`config.mk`:
```
export PLATFORM = sky130hd
export DESIGN_NAME = int_cmd_in_writer
export DESIGN_NICKNAME = d
export VERILOG_FILES = /design/src/rtl/int_cmd_in_writer.sv
export SDC_FILE = /design/constraint.sdc
export NUM_CORES = 1
export LEC_CHECK = 0
export ABC_AREA = 1
export CAP_MARGIN = 20
export CORE_UTILIZATION = 40
export DETAILED_ROUTE_END_ITERATION = 16
export GPL_ROUTABILITY_DRIVEN = 1
export PLACE_DENSITY = 0.77
export SLEW_MARGIN = 20
export SYNTH_ARGS = -nofsm -noshare
export SYNTH_HDL_FRONTEND = slang
export SYNTH_SLANG_ARGS = --single-unit
```
`constraint.sdc`:
```
create_clock -name clk -period 4 [get_ports clk]
set_input_delay 0.6 -clock clk [delete_from_list [all_inputs] [get_ports clk]]
set_output_delay 0.6 -clock clk [all_outputs]
set_load 0.02 [all_outputs]
```
`src/rtl/int_cmd_in_writer.sv`:
```
// Internal command-in writer: copies task-creation commands from the
// accelerator stream into per-accelerator circular subqueues, writing the
// body first and the header last so a consumer never sees a partial command.

package int_cmd_in_writer_pkg;
    localparam int         ENTRY_VALID_OFFSET = 63;
    localparam int         CMD_TYPE_L         = 0;
    localparam int         CMD_TYPE_W         = 4;
    localparam int         NUM_ARGS_OFFSET    = 8;
    localparam int         NUM_ARGS_W         = 4;
    localparam logic [3:0] EXEC_TASK_CODE     = 4'h1;
endpackage

// state     | meaning
// IDLE      | wait for a header on the stream (peeked, not consumed)
// CHK_FIRST | read first target slot of the subqueue
// CHK_LAST  | read last target slot, capture first slot valid bit
// EVAL      | both slots free -> write, otherwise poll again
// WR_BODY   | consume header beat, then write body beats to slots 1..L-1
// WR_HDR    | write the latched header to slot 0 with valid set
// NOTIFY    | one-cycle non-empty pulse, advance the write pointer
module int_cmd_in_writer
    import int_cmd_in_writer_pkg::*;
#(
    parameter int MAX_ACCS      = 16,
    parameter int ACC_BITS      = 4,
    parameter int SUBQUEUE_BITS = 6
) (
    input  logic        clk,
    input  logic        rstn,
    input  logic [63:0] inStream_TDATA,
    input  logic        inStream_TVALID,
    output logic        inStream_TREADY,
    input  logic        inStream_TLAST,
    input  logic [3:0]  inStream_TDEST,
    output logic [9:0]  intCmdInQueue_addr,
    output logic        intCmdInQueue_en,
    output logic        intCmdInQueue_we,
    output logic [63:0] intCmdInQueue_din,
    input  logic [63:0] intCmdInQueue_dout,
    output logic [3:0]  sched_queue_nempty_address,
    output logic        sched_queue_nempty_write,
    output logic        protocol_err
);

    typedef enum logic [2:0] {
        S_IDLE,
        S_CHK_FIRST,
        S_CHK_LAST,
        S_EVAL,
        S_WR_BODY,
        S_WR_HDR,
        S_NOTIFY
    } state_e;

    state_e                   state_q, state_d;
    logic [63:0]              hdr_q;
    logic [ACC_BITS-1:0]      acc_q;
    logic [5:0]               len_q;
    logic [5:0]               beat_q;
    logic                     first_valid_q;
    logic                     protocol_err_q;
    logic [SUBQUEUE_BITS-1:0] wr_idx_q [MAX_ACCS];

    logic [CMD_TYPE_W-1:0]    hdr_type;
    logic [NUM_ARGS_W-1:0]    hdr_nargs;
    logic [5:0]               len_in;
    logic [SUBQUEUE_BITS-1:0] slot_base;
    logic [SUBQUEUE_BITS-1:0] slot_last;
    logic [SUBQUEUE_BITS-1:0] slot_body;
    logic [SUBQUEUE_BITS-1:0] slot_sel;
    logic                     beat_last;
    logic                     accept;
    logic                     unused_dout;

    // Only the valid bit of read data matters for the free-space check.
    assign unused_dout = ^intCmdInQueue_dout;

    // Header decode and slot arithmetic (all modulo the subqueue size).
    always_comb begin
        hdr_type  = inStream_TDATA[CMD_TYPE_L +: CMD_TYPE_W];
        hdr_nargs = inStream_TDATA[NUM_ARGS_OFFSET +: NUM_ARGS_W];
        if (hdr_type == EXEC_TASK_CODE) begin
            len_in = 6'd3 + {1'b0, hdr_nargs, 1'b0};
        end else begin
            len_in = 6'd4 + {1'b0, hdr_nargs, 1'b0};
        end
        slot_base = wr_idx_q[acc_q];
        slot_last = slot_base + SUBQUEUE_BITS'(len_q - 6'd1);
        slot_body = slot_base + SUBQUEUE_BITS'(beat_q);
        beat_last = (beat_q == (len_q - 6'd1));
        accept    = (state_q == S_WR_BODY) && inStream_TVALID;
    end

    // State register.
    always_ff @(posedge clk) begin
        if (!rstn) begin
            state_q <= S_IDLE;
        end else begin
            state_q <= state_d;
        end
    end

    // Next-state logic.
    always_comb begin
        state_d = state_q;
        case (state_q)
            S_IDLE:      if (inStream_TVALID) state_d = S_CHK_FIRST;
            S_CHK_FIRST: state_d = S_CHK_LAST;
            S_CHK_LAST:  state_d = S_EVAL;
            S_EVAL: begin
                if (!first_valid_q && !intCmdInQueue_dout[ENTRY_VALID_OFFSET]) begin
                    state_d = S_WR_BODY;
                end else begin
                    state_d = S_CHK_FIRST;
                end
            end
            S_WR_BODY:   if (accept && beat_last) state_d = S_WR_HDR;
            S_WR_HDR:    state_d = S_NOTIFY;
            S_NOTIFY:    state_d = S_IDLE;
            default:     state_d = S_IDLE;
        endcase
    end

    // Command context, beat counter, sticky error and per-subqueue pointers.
    always_ff @(posedge clk) begin
        if (!rstn) begin
            hdr_q          <= '0;
            acc_q          <= '0;
            len_q          <= '0;
            beat_q         <= '0;
            first_valid_q  <= 1'b0;
            protocol_err_q <= 1'b0;
            for (int i = 0; i < MAX_ACCS; i++) begin
                wr_idx_q[i] <= '0;
            end
        end else begin
            if (state_q == S_IDLE && inStream_TVALID) begin
                hdr_q <= inStream_TDATA;
                acc_q <= inStream_TDEST[ACC_BITS-1:0];
                len_q <= len_in;
            end
            if (state_q == S_CHK_LAST) begin
                first_valid_q <= intCmdInQueue_dout[ENTRY_VALID_OFFSET];
            end
            if (state_q == S_EVAL) begin
                beat_q <= '0;
            end
            if (accept) begin
                beat_q <= beat_q + 6'd1;
                // Header length is authoritative; TLAST is only cross-checked.
                if (beat_last != inStream_TLAST) begin
                    protocol_err_q <= 1'b1;
                end
            end
            if (state_q == S_NOTIFY) begin
                wr_idx_q[acc_q] <= wr_idx_q[acc_q] + SUBQUEUE_BITS'(len_q);
            end
        end
    end

    // Outputs decoded from the current state.
    always_comb begin
        inStream_TREADY            = 1'b0;
        intCmdInQueue_en           = 1'b0;
        intCmdInQueue_we           = 1'b0;
        intCmdInQueue_din          = '0;
        slot_sel                   = slot_base;
        sched_queue_nempty_write   = 1'b0;
        sched_queue_nempty_address = 4'(acc_q);
        case (state_q)
            S_CHK_FIRST: begin
                intCmdInQueue_en = 1'b1;
                slot_sel         = slot_base;
            end
            S_CHK_LAST: begin
                intCmdInQueue_en = 1'b1;
                slot_sel         = slot_last;
            end
            S_WR_BODY: begin
                inStream_TREADY = 1'b1;
                // Beat 0 is the header already latched; it is written last.
                if (accept && beat_q != 6'd0) begin
                    intCmdInQueue_en                      = 1'b1;
                    intCmdInQueue_we                      = 1'b1;
                    slot_sel                              = slot_body;
                    intCmdInQueue_din                     = inStream_TDATA;
                    intCmdInQueue_din[ENTRY_VALID_OFFSET] = 1'b1;
                end
            end
            S_WR_HDR: begin
                intCmdInQueue_en                      = 1'b1;
                intCmdInQueue_we                      = 1'b1;
                slot_sel                              = slot_base;
                intCmdInQueue_din                     = hdr_q;
                intCmdInQueue_din[ENTRY_VALID_OFFSET] = 1'b1;
            end
            S_NOTIFY: begin
                sched_queue_nempty_write = 1'b1;
            end
            default: ;
        endcase
        intCmdInQueue_addr = 10'({acc_q, slot_sel});
    end

    assign protocol_err = protocol_err_q;

endmodule

```
==> metrics.cfg <==
[power_and_ir_drop]
clkPwrFrac_pct=34.0
p_leak_nw=4.672
ir_drop_uv=285.5
seqPwrFrac_pct=41.4
internal_power_w=0.003600
switching_share_pct=31.79
switchingPower_w=0.001678
power_frac_comb_pct=24.6
powerDensity_mw_per_mm2=443.8

[synth]
synth_common_cells=288 x nor2_1, 135 x nand2_1, 125 x o21ai_0, 96 x edfxtp_1, 88 x dfxtp_1
synth_nets=1285
syn_area_per_cell_sq_um=8.369
synth-edff-count=96
syn_area_sq_mm=0.009424
ys_types=44
yosys.area.top_type=edfxtp_1
synth-seq-area-share_pct=49.28
ys_ff_latch=184
yosysWarnings=0
async_flop_share_pct=0
synth_area_leaders=edfxtp_1 31%, dfxtp_1 19%, nor2_1 11%
synth.most_common_cell=nor2_1
ys.flop_type=edfxtp_1
netlist.area_leader.share_pct=30.59
netlist_instances=1126

[setup_path]
required_ns=3.40
path_max_fanout=33
critPathMaxStageDelay_ns=0.41
path_cells=buf_12 > inv_4 > buf_4 > nor2_1 > o21ai_1 > o211ai_1 > nand3_1 > nand2_4 > ha_1 > fa_1 > nand3_1 > nand3_1 > a21oi_1 > a21oi_1 > o21ai_1 > clkbuf_2
critPathCaptureType=output pin
worst-setup-path-type=reg -> out
crit_path_frequent_cell=nand3_1
startpoint_type=register
cp.arrival_ns=3.15
cpMaxStageDelayCell=fa_1
critPathBufInv=4
cp_top_family=buffers and inverters

[sta]
drv_slew=0
fin_setup_tns_ns=0
slew-limit-headroom_pct=43.70
fin_crit_sh_pct=93.81
max_freq_mhz=266.5
setup_viol=0
rsz0062_at_grt=no
finalCriticalPeriod_ns=3.752
hold_ws_ns=0.4584
tightest_slew_ns=0.8446
hold_viol=0
skew_ns=0.01326

[placed_design]
placed_cells=1546
port_buffers=154
placed_area_sq_mm=0.01126
dp_hpwl_um=17690
routabilityCongestion=0.8413

[grt]
grt_max_degree=90
antenna_found_initial=0
grt_use_total_pct=22.49
grt_overflow=0
grt_pass1_vias=8461
grt_pass1_wl_um=42720

[clock_network]
htree_levels=4
postCtsHoldBufs=0
cts-root-buf=clkbuf_16
clk_path_buf_depth=2
clock_latency_ns=0.44
cts_num_sinks=184
clk_pin_slew_ns=0.08
postCtsSetupBuffers=0
numCtsBuffers=17
cts_tree=done

[final_layout]
nets=1411
diodes=0
ff_latch_area_sq_mm=0.004647
areaGrowthSynthToFinish_pct=26.18
fillCellCount=2092
multi_input_area_sq_mm=0.004192
final_area_sq_mm=0.01189
fin_cells=1578
final_layout_size_suffix_gt1_share_pct=7.826

[route]
viasPerCell=5.442
drc=0
detail-route-antenna-nets=0
wl_per_cell_um=16.68
initialDrtViolationCount=838
num_vias=8587
first_pass_iters=6
totalWireLength_um=26320

[die]
die_w_um=155.5
row_count=55
design.core.area_sq_mm=0.02285
pin_count=219
die_h_um=155.5
start_util_pct=41.25
dieArea_sq_mm=0.02418

[worst_hold_path]
hold_path.class=reg -> reg

[run]
drv_cap=0

[outcome]
status=complete, no violations

repair_timing:
action                     4_1_cts  5_1_grt
setup endpoints to repair        5        5
cloned                           0        0
pin swaps                        0        1
gates resized for setup          8       13
per-stage QoR:
step           setup slack (ns)  utilization [%]  total power (W)
2_1_floorplan            0.9493                -         0.003036
3_3_place_gp             0.1636            49.28         0.003479
3_5_place_dp            0.07366            49.28         0.003521
4_1_cts                0.001727            52.03         0.005286
5_1_grt                 0.01297            52.05         0.005521
6_report                 0.2475            52.05         0.005278
worst paths after layout:
kind / from / to / slack, ns / cells after the start
worst max-delay path: register / intCmdInQueue_addr[4] / 0.25 / 16
worst min-delay path: protocol_err / protocol_err / 0.46 / 2
worst max register to register: register / wr_idx_q[5][5] / 0.78 / 18
worst min register to register: protocol_err / protocol_err / 0.46 / 2
tightest hold or removal path, cell delays in order (launching register included):
cell and delay (ns):
dfxtp_1 0.31, inv_1 0.05, a21oi_1 0.05
layer usage:
layer  GRT usage, %  share of wire, %  vias to the layer above  wire (um)
li1               -                 -                     4131          -
met3          7.270                10                       63       2685
met2          37.33                48                      373      12680
met5              0                 0                        -          0
met4          9.711               3.1                        0        821
met1          26.67                39                     4020      10130
power groups by stage:
stage	sequential [W]	combinational [W]	clock, W
after floorplan	0.00221	0.000829	0
after global placement	0.00222	0.00126	0
after detailed placement	0.00222	0.00130	0
after CTS	0.00219	0.00130	0.00180
after global routing	0.00220	0.00144	0.00188
final	0.00219	0.00130	0.00179
registers in the layout, indices dropped and copies added (netlist names), named ones only:
register / count
wr_idx_q: 96
hdr_q: 63
beat_q: 6
len_q: 6
sched_queue_nempty_address: 4
state_q: 3
first_valid_q: 1
protocol_err: 1
cell type report:
type	count	area share, %
Sequential cell	184	39.08
Clock buffer	18	3.609
Tap cell	313	3.293
Clock inverter	14	1.631
Inverter	65	2.115
Timing Repair Buffer	182	15.03
Multi-Input combinational cell	802	35.25
cell families (layout without fill, tap and decap cells):
group | Yosys count | count (layout) | synth area share, %
simple gates | 509 | 509 | 22.19
compound gates | 261 | 261 | 17.80
flops | 184 | 184 | 49.28
buf+inv | 140 | 279 | 6.519
fa+ha+maj | 23 | 23 | 3.293
xor+xnor | 9 | 9 | 0.9161
layout by cell type, fill, tap and decap left out, types with 23 or more instances in the layout:
cell,instances
clkdlybuf4s50_1,148
o21ai_0,123
buf_4,23
inv_1,57
a21oi_1,38
nand3_1,57
a32o_1,56
dfxtp_1,86
nand2_1,132
edfxtp_1,96
nor2_1,287
No activity file was read; power rests on OpenSTA's default activity.
